File: src/rtl/vga_pkg.sv
// Shared 640x480@60 timing constants and the phase type used by the
// horizontal and vertical trackers.
package vga_pkg;

   localparam int VGA_H_ACTIVE = 640;
   localparam int VGA_H_FP     = 16;
   localparam int VGA_H_SYNC   = 96;
   localparam int VGA_H_BP     = 48;
   localparam int VGA_V_ACTIVE = 480;
   localparam int VGA_V_FP     = 10;
   localparam int VGA_V_SYNC   = 2;
   localparam int VGA_V_BP     = 33;

   localparam int VGA_H_TOTAL      = VGA_H_ACTIVE + VGA_H_FP + VGA_H_SYNC + VGA_H_BP;
   localparam int VGA_V_TOTAL      = VGA_V_ACTIVE + VGA_V_FP + VGA_V_SYNC + VGA_V_BP;
   localparam int VGA_H_SYNC_START = VGA_H_ACTIVE + VGA_H_FP;
   localparam int VGA_H_SYNC_END   = VGA_H_SYNC_START + VGA_H_SYNC;
   localparam int VGA_V_SYNC_START = VGA_V_ACTIVE + VGA_V_FP;
   localparam int VGA_V_SYNC_END   = VGA_V_SYNC_START + VGA_V_SYNC;

   typedef enum logic [1:0] {PH_ACTIVE, PH_FRONT, PH_SYNC, PH_BACK} vga_phase_t;

endpackage

File: src/rtl/vga_timing_gen_delay.sv
// Tick-enabled shift register that lines sync/blank up with the
// video generator's pipeline. DEPTH=0 is a straight pass-through.
module sync_delay_line #(
   parameter int               WIDTH   = 3,
   parameter int               DEPTH   = 2,
   parameter logic [WIDTH-1:0] RST_VAL = '0
) (
   input  logic             clk,
   input  logic             rst_n,
   input  logic             en,
   input  logic [WIDTH-1:0] d,
   output logic [WIDTH-1:0] q
);

   if (DEPTH == 0) begin : g_bypass
      logic unused_ctl;
      assign unused_ctl = &{1'b0, clk, rst_n, en};
      assign q = d;
   end else begin : g_shift
      logic [WIDTH-1:0] stage [DEPTH];

      // shift one stage per enable; reset fills every stage with RST_VAL
      always_ff @(posedge clk) begin
         if (!rst_n) begin
            for (int i = 0; i < DEPTH; i++) stage[i] <= RST_VAL;
         end else if (en) begin
            stage[0] <= d;
            for (int i = 1; i < DEPTH; i++) stage[i] <= stage[i-1];
         end
      end

      assign q = stage[DEPTH-1];
   end

endmodule

File: src/rtl/vga_timing_gen.sv
// VGA raster timing: pixel strobe, x/y counters, phase trackers and
// the delayed sync/blank outputs for the DAC.
//
// state     | meaning
// PH_ACTIVE | visible pixels / lines
// PH_FRONT  | front porch
// PH_SYNC   | sync pulse asserted
// PH_BACK   | back porch
module vga_timing_gen
   import vga_pkg::*;
#(
   parameter int H_ACTIVE = VGA_H_ACTIVE,
   parameter int H_FP     = VGA_H_FP,
   parameter int H_SYNC   = VGA_H_SYNC,
   parameter int H_BP     = VGA_H_BP,
   parameter int V_ACTIVE = VGA_V_ACTIVE,
   parameter int V_FP     = VGA_V_FP,
   parameter int V_SYNC   = VGA_V_SYNC,
   parameter int V_BP     = VGA_V_BP,
   parameter bit SYNC_POL = 1'b0,
   parameter int PIPE_DLY = 2
) (
   input  logic       clk,
   input  logic       rst_n,
   output logic       pix_en,
   output logic       vga_clk,
   output logic [9:0] x,
   output logic [9:0] y,
   output logic       active,
   output logic       hsync,
   output logic       vsync,
   output logic       blank_n,
   output logic       sync_n,
   output logic       frame_start
);

   localparam int H_TOTAL = H_ACTIVE + H_FP + H_SYNC + H_BP;
   localparam int V_TOTAL = V_ACTIVE + V_FP + V_SYNC + V_BP;

   localparam logic [9:0] H_ACT_LAST = 10'(H_ACTIVE - 1);
   localparam logic [9:0] H_FP_LAST  = 10'(H_ACTIVE + H_FP - 1);
   localparam logic [9:0] H_SY_LAST  = 10'(H_ACTIVE + H_FP + H_SYNC - 1);
   localparam logic [9:0] H_LAST     = 10'(H_TOTAL - 1);
   localparam logic [9:0] V_ACT_LAST = 10'(V_ACTIVE - 1);
   localparam logic [9:0] V_FP_LAST  = 10'(V_ACTIVE + V_FP - 1);
   localparam logic [9:0] V_SY_LAST  = 10'(V_ACTIVE + V_FP + V_SYNC - 1);
   localparam logic [9:0] V_LAST     = 10'(V_TOTAL - 1);

   if (H_TOTAL > 1024 || V_TOTAL > 1024) begin : g_size_chk
      $fatal(1, "vga_timing_gen: H_TOTAL/V_TOTAL exceed 10-bit counters");
   end
   if (PIPE_DLY < 0 || PIPE_DLY > 7) begin : g_dly_chk
      $fatal(1, "vga_timing_gen: PIPE_DLY must be 0..7");
   end

   logic       tick;
   logic       x_wrap;
   logic       y_wrap;
   logic       primed;
   logic       h_vis;
   logic       v_vis;
   logic       hs_head;
   logic       vs_head;
   logic [2:0] head;
   vga_phase_t h_phase;
   vga_phase_t v_phase;

   assign tick   = pix_en;
   assign x_wrap = (x == H_LAST);
   assign y_wrap = (y == V_LAST);
   assign sync_n = 1'b0;
   assign active = h_vis & v_vis;

   // pixel strobe at half clk rate; DAC clock trails it by one clk
   always_ff @(posedge clk) begin
      if (!rst_n) begin
         pix_en  <= 1'b0;
         vga_clk <= 1'b0;
      end else begin
         pix_en  <= ~pix_en;
         vga_clk <= pix_en;
      end
   end

   // raster counters; primed masks blank_n until the first tick after reset
   always_ff @(posedge clk) begin
      if (!rst_n) begin
         x      <= '0;
         y      <= '0;
         primed <= 1'b0;
      end else if (tick) begin
         primed <= 1'b1;
         x      <= x_wrap ? '0 : x + 10'd1;
         if (x_wrap) y <= y_wrap ? '0 : y + 10'd1;
      end
   end

   // H/V phase trackers; visibility and sync heads are registered on entry to each phase
   always_ff @(posedge clk) begin
      if (!rst_n) begin
         h_phase <= PH_ACTIVE;
         v_phase <= PH_ACTIVE;
         h_vis   <= 1'b1;
         v_vis   <= 1'b1;
         hs_head <= ~SYNC_POL;
         vs_head <= ~SYNC_POL;
      end else if (tick) begin
         case (h_phase)
            PH_ACTIVE: if (x == H_ACT_LAST) begin h_phase <= PH_FRONT;  h_vis   <= 1'b0;      end
            PH_FRONT:  if (x == H_FP_LAST)  begin h_phase <= PH_SYNC;   hs_head <= SYNC_POL;  end
            PH_SYNC:   if (x == H_SY_LAST)  begin h_phase <= PH_BACK;   hs_head <= ~SYNC_POL; end
            PH_BACK:   if (x_wrap)          begin h_phase <= PH_ACTIVE; h_vis   <= 1'b1;      end
            default:                        h_phase <= PH_ACTIVE;
         endcase
         if (x_wrap) begin
            case (v_phase)
               PH_ACTIVE: if (y == V_ACT_LAST) begin v_phase <= PH_FRONT;  v_vis   <= 1'b0;      end
               PH_FRONT:  if (y == V_FP_LAST)  begin v_phase <= PH_SYNC;   vs_head <= SYNC_POL;  end
               PH_SYNC:   if (y == V_SY_LAST)  begin v_phase <= PH_BACK;   vs_head <= ~SYNC_POL; end
               PH_BACK:   if (y_wrap)          begin v_phase <= PH_ACTIVE; v_vis   <= 1'b1;      end
               default:                        v_phase <= PH_ACTIVE;
            endcase
         end
      end
   end

   // one-clk marker following the tick that wraps the raster to (0,0)
   always_ff @(posedge clk) begin
      if (!rst_n) frame_start <= 1'b0;
      else        frame_start <= tick & x_wrap & y_wrap;
   end

   assign head = {hs_head, vs_head, active & primed};

   sync_delay_line #(
      .WIDTH   (3),
      .DEPTH   (PIPE_DLY),
      .RST_VAL ({~SYNC_POL, ~SYNC_POL, 1'b0})
   ) u_dly (
      .clk   (clk),
      .rst_n (rst_n),
      .en    (tick),
      .d     (head),
      .q     ({hsync, vsync, blank_n})
   );

endmodule
File: config.mk
export PLATFORM = sky130hd
export DESIGN_NAME = vga_timing_gen
export DESIGN_NICKNAME = d
export VERILOG_FILES = /design/src/rtl/vga_pkg.sv /design/src/rtl/vga_timing_gen_delay.sv /design/src/rtl/vga_timing_gen.sv
export SDC_FILE = /design/constraint.sdc
export NUM_CORES = 1
export LEC_CHECK = 0
export ABC_AREA = 1
export ABC_CLOCK_PERIOD_IN_PS = 1700
export CELL_PAD_IN_SITES_DETAIL_PLACEMENT = 1
export CELL_PAD_IN_SITES_GLOBAL_PLACEMENT = 1
export CORE_MARGIN = 5
export CORE_UTILIZATION = 35
export CTS_BUF_LIST = sky130_fd_sc_hd__clkbuf_4
export DETAILED_ROUTE_END_ITERATION = 16
export HOLD_SLACK_MARGIN = 0.12
export PLACE_DENSITY = 0.78
export SYNTH_ARGS = -nofsm -noshare
export SYNTH_HDL_FRONTEND = slang
export SYNTH_SLANG_ARGS = --single-unit
File: constraint.sdc
create_clock -name clk -period 1.7 [get_ports clk]
set_input_delay 0.17 -clock clk [delete_from_list [all_inputs] [get_ports clk]]
set_output_delay 0.17 -clock clk [all_outputs]
set_load 0.05 [all_outputs]
==> summary.txt <==
Setup path
  • Crit path cell chain: clkdlybuf4s50_1
  • Crit Path Category: reg -> out
  • Endpoint arrival time on the critical path: 1.47 ns
  • Dominant delay contributor by cell family on the critical path: buffers and inverters
  • CP startpoint kind: flip-flop
  • Buffers plus inverters on the worst setup path: 1
  • Critical Path End Type: primary output
  • Data required time at the worst endpoint: between 1.5 and 2 ns
  • Largest fanout on the critical path: 1
  • Cell at the slowest stage of the critical path: clkdlybuf4s50_1
  • Slowest Stage Delay on Critical Path: about 0.79 ns

Die
  • Starting density of the core: a little over a third
  • Top-level I/O count: 30
  • Overall die width: 86.10 um
  • Overall die height: about 86 um
  • Standard-cell rows: 27
  • Total die area: approximately 7400 um2
  • Core Region: 5574 um2

Layout
  • Number of antenna repair diodes: 0
  • Fin nets: 329
  • Share of the core filled with cells: between 40 and 50%
  • Post-route cell area: between 2000 and 3000 um2
  • Most frequent cells in the layout: nand2_1, inv_1, nor2_1
  • Layout Area Growth over Synthesis: 25.43%
  • Commonest non-fill, non-tap cell in the layout: nand2_1
  • Final-layout fill cell count: 710
  • Share of layout cells above drive strength 1: between 20% and 30%

Route
  • Vias: about 1800
  • Routed met2 length: ~2700 um
  • Detailed-route wire length: 5325 um
  • Remaining antenna violation count: 0
  • Mean routed wirelength per cell: between 10 and 15 um
  • Highest layer used for signal routing: met4
  • Drt drc: 0
  • Pre-antenna DRT Iters: 4
  • Avg Vias per Cell: around 4.7
  • Met3 wire length: between 150 and 200 um
  • Number of DRC markers in iteration 0: 53
  • Met1 WL: around 2300 um

Worst hold path
  • Worst hold path type: reg -> reg

Clock network
  • CTS hold repair buffers: 0
  • CTS clock-pin slew for the worst setup and hold paths: approximately 0.13 ns
  • CTS root buffer: clkbuf_4
  • Number of levels in the clock H-tree: 2
  • Clock Path Buffers: 2
  • Clock tree from TritonCTS: done
  • Number of CTS-inserted buffers: 5
  • Clock Latency Late Sink: roughly 0.36 ns
  • Clk sinks: 38

Synth
  • Count of cell types in the netlist: 31
  • Synthesis warning total: 0
  • Synthesized cell area: between 2000 and 2500 um2
  • Share of Yosys cell area claimed by the top area cell type: a little under a third
  • Main area contributors after synthesis: dfxtp_1, nand2_1, edfxtp_1, inv_1, ha_1
  • Post-Syn Area per Cell: between 7 and 8 um2
  • Net count after synthesis: ~290
  • Post-synthesis sequential area ratio: about two fifths
  • Cell type with the highest aggregate area in the netlist: dfxtp_1
  • Register bit total from synthesis: 38
  • Gate count of the mapped netlist: 272

Power and ir drop
  • Internal: 1265 uW
  • Leakage power total: ~0.0012 uW
  • Largest vdd supply drop: 308.7 uV
  • Final total power: 1702 uW
  • Clk pwr share: a little under two fifths
  • Fraction of power consumed by combinational cells: under 10%
  • PD cells: 669.5 nW/um2
  • Seq pwr share: 54.8%
  • Sw frac: around a quarter
  • Net Switching: about 440 uW

Global routing
  • Largest net degree at the start of global routing: 14
  • Number of global-route vias before repair: between 1500 and 2000
  • Initial antenna violation count: 0
  • Wire length of the first global-routing pass: 9045 um
  • Gr ovfl total: 0
  • Global-route usage over all layers: between 10% and 20%

Timing
  • Layout Skew: 0.01169 ns
  • Share of the clock period used by the worst path: between 90% and 100%
  • Fin. max-slew vios: 0
  • Final setup vio count: 0
  • Headroom to the max-slew limit: between 60% and 70%
  • Fmax: between 0.6 and 0.7 GHz
  • Hold Vio Cnt, Final: 0
  • Sum of negative setup slack: 0 ns
  • Tightest Pin Transition: roughly 0.5 ns
  • Clock period minus worst slack: ~1.6 ns
  • Final Worst Setup Slack: 0.06038 ns

Run status
  • Outcome: completed

Place
  • Gpl congestion: about 0.84
  • Post-DP HPWL: 4178 um
  • Port bufs: 28
  • Worst Setup Slack post-DPL: between 0.07 and 0.08 ns
  • Cell area after placement: 2397 um2

Run
  • Max-cap violation count: 0
[path summary, 6_finish.rpt]
path         slack, ns     endpoint  cells after the start         from
max               0.06  frame_start                      1  frame_start
max reg2reg       0.11         y[7]                     10         x[1]
min reg2reg       0.47       primed                      2       primed
min               0.47       primed                      2       primed
[logic make-up after synthesis]
group / after synthesis / share of synthesized area [%]
other: 1 / 0.1850
XOR/XNOR: 3 / 1.297
flip-flops: 38 / 40.49
buffers and inverters: 46 / 8.765
AO/OA/AOI/OAI: 28 / 7.346
AND/OR/NAND/NOR: 144 / 34.51
adder cells (fa/ha/maj): 12 / 7.407
[power by group through the flow]
stage | combinational [uW] | sequential [uW] | clock, uW
2_1_floorplan | 49.0 | 983 | 0
3_3_place_gp | 116 | 951 | 0
3_5_place_dp | 118 | 953 | 0
4_1_cts | 116 | 933 | 669
5_1_grt | 125 | 936 | 705
6_report | 117 | 933 | 652
[area by class of cell]
cell class | instances | area [um2] | area share [%]
multi-input cells | 188 | 1056 | 41.54
repair buffers | 38 | 314.1 | 12.35
well taps | 72 | 90.09 | 3.543
clock buffers | 5 | 37.54 | 1.476
clock inverters | 3 | 45.04 | 1.772
flip-flops and latches | 38 | 832.0 | 32.73
inverters | 44 | 167.7 | 6.594
[per-layer routing]
| layer | track usage (%) | vias up |
|---|---|---|
| met1 | 19.15 | 871 |
| met4 | 6.763 | 0 |
| met5 | 0 | - |
| met2 | 26.07 | 21 |
| met3 | 2.594 | 9 |
| li1 | - | 941 |
[per-stage QoR]
step,std cells,hold slack (ns)
after floorplan,272,0.3381
after global placement,377,0.4466
after detailed placement,377,0.4523
after CTS,385,0.4717
after global routing,388,0.5092
final,388,0.4688
[Yosys cell counts, drive strengths merged]
cell type / count
dfxtp: 32
a32o: 1
conb: 1
nor2: 44
buf: 1
nor3: 5
ha: 12
xnor2: 1
and3: 1
a21oi: 13
or2: 6
o22ai: 1
clkbuf: 1
edfxtp: 6
nand2: 62
xor2: 2
inv: 43
o211ai: 1
o21ai: 12
nand4: 3
nand3: 23
clkinv: 1
[repair_timing]
action                     4_1_cts  5_1_grt
setup buffers                    0        3
pin swaps                        0        2
gates resized for setup          3       15
setup endpoints to repair        3       17
[tightest hold or removal path, cell delays in order, from the launching register on]
cell and delay (ns):
dfxtp_1 0.32, inv_1 0.06, a21oi_1 0.06
[registers in the layout (all words and copies together), names as in the netlist]
signal,count
x,10
y,10
u_dly.g_shift.stage,6
h_phase,2
v_phase,2
frame_start,1
h_vis,1
hs_head,1
pix_en,1
primed,1
v_vis,1
vga_clk,1
vs_head,1
No activity file was read; power rests on OpenSTA's default activity.
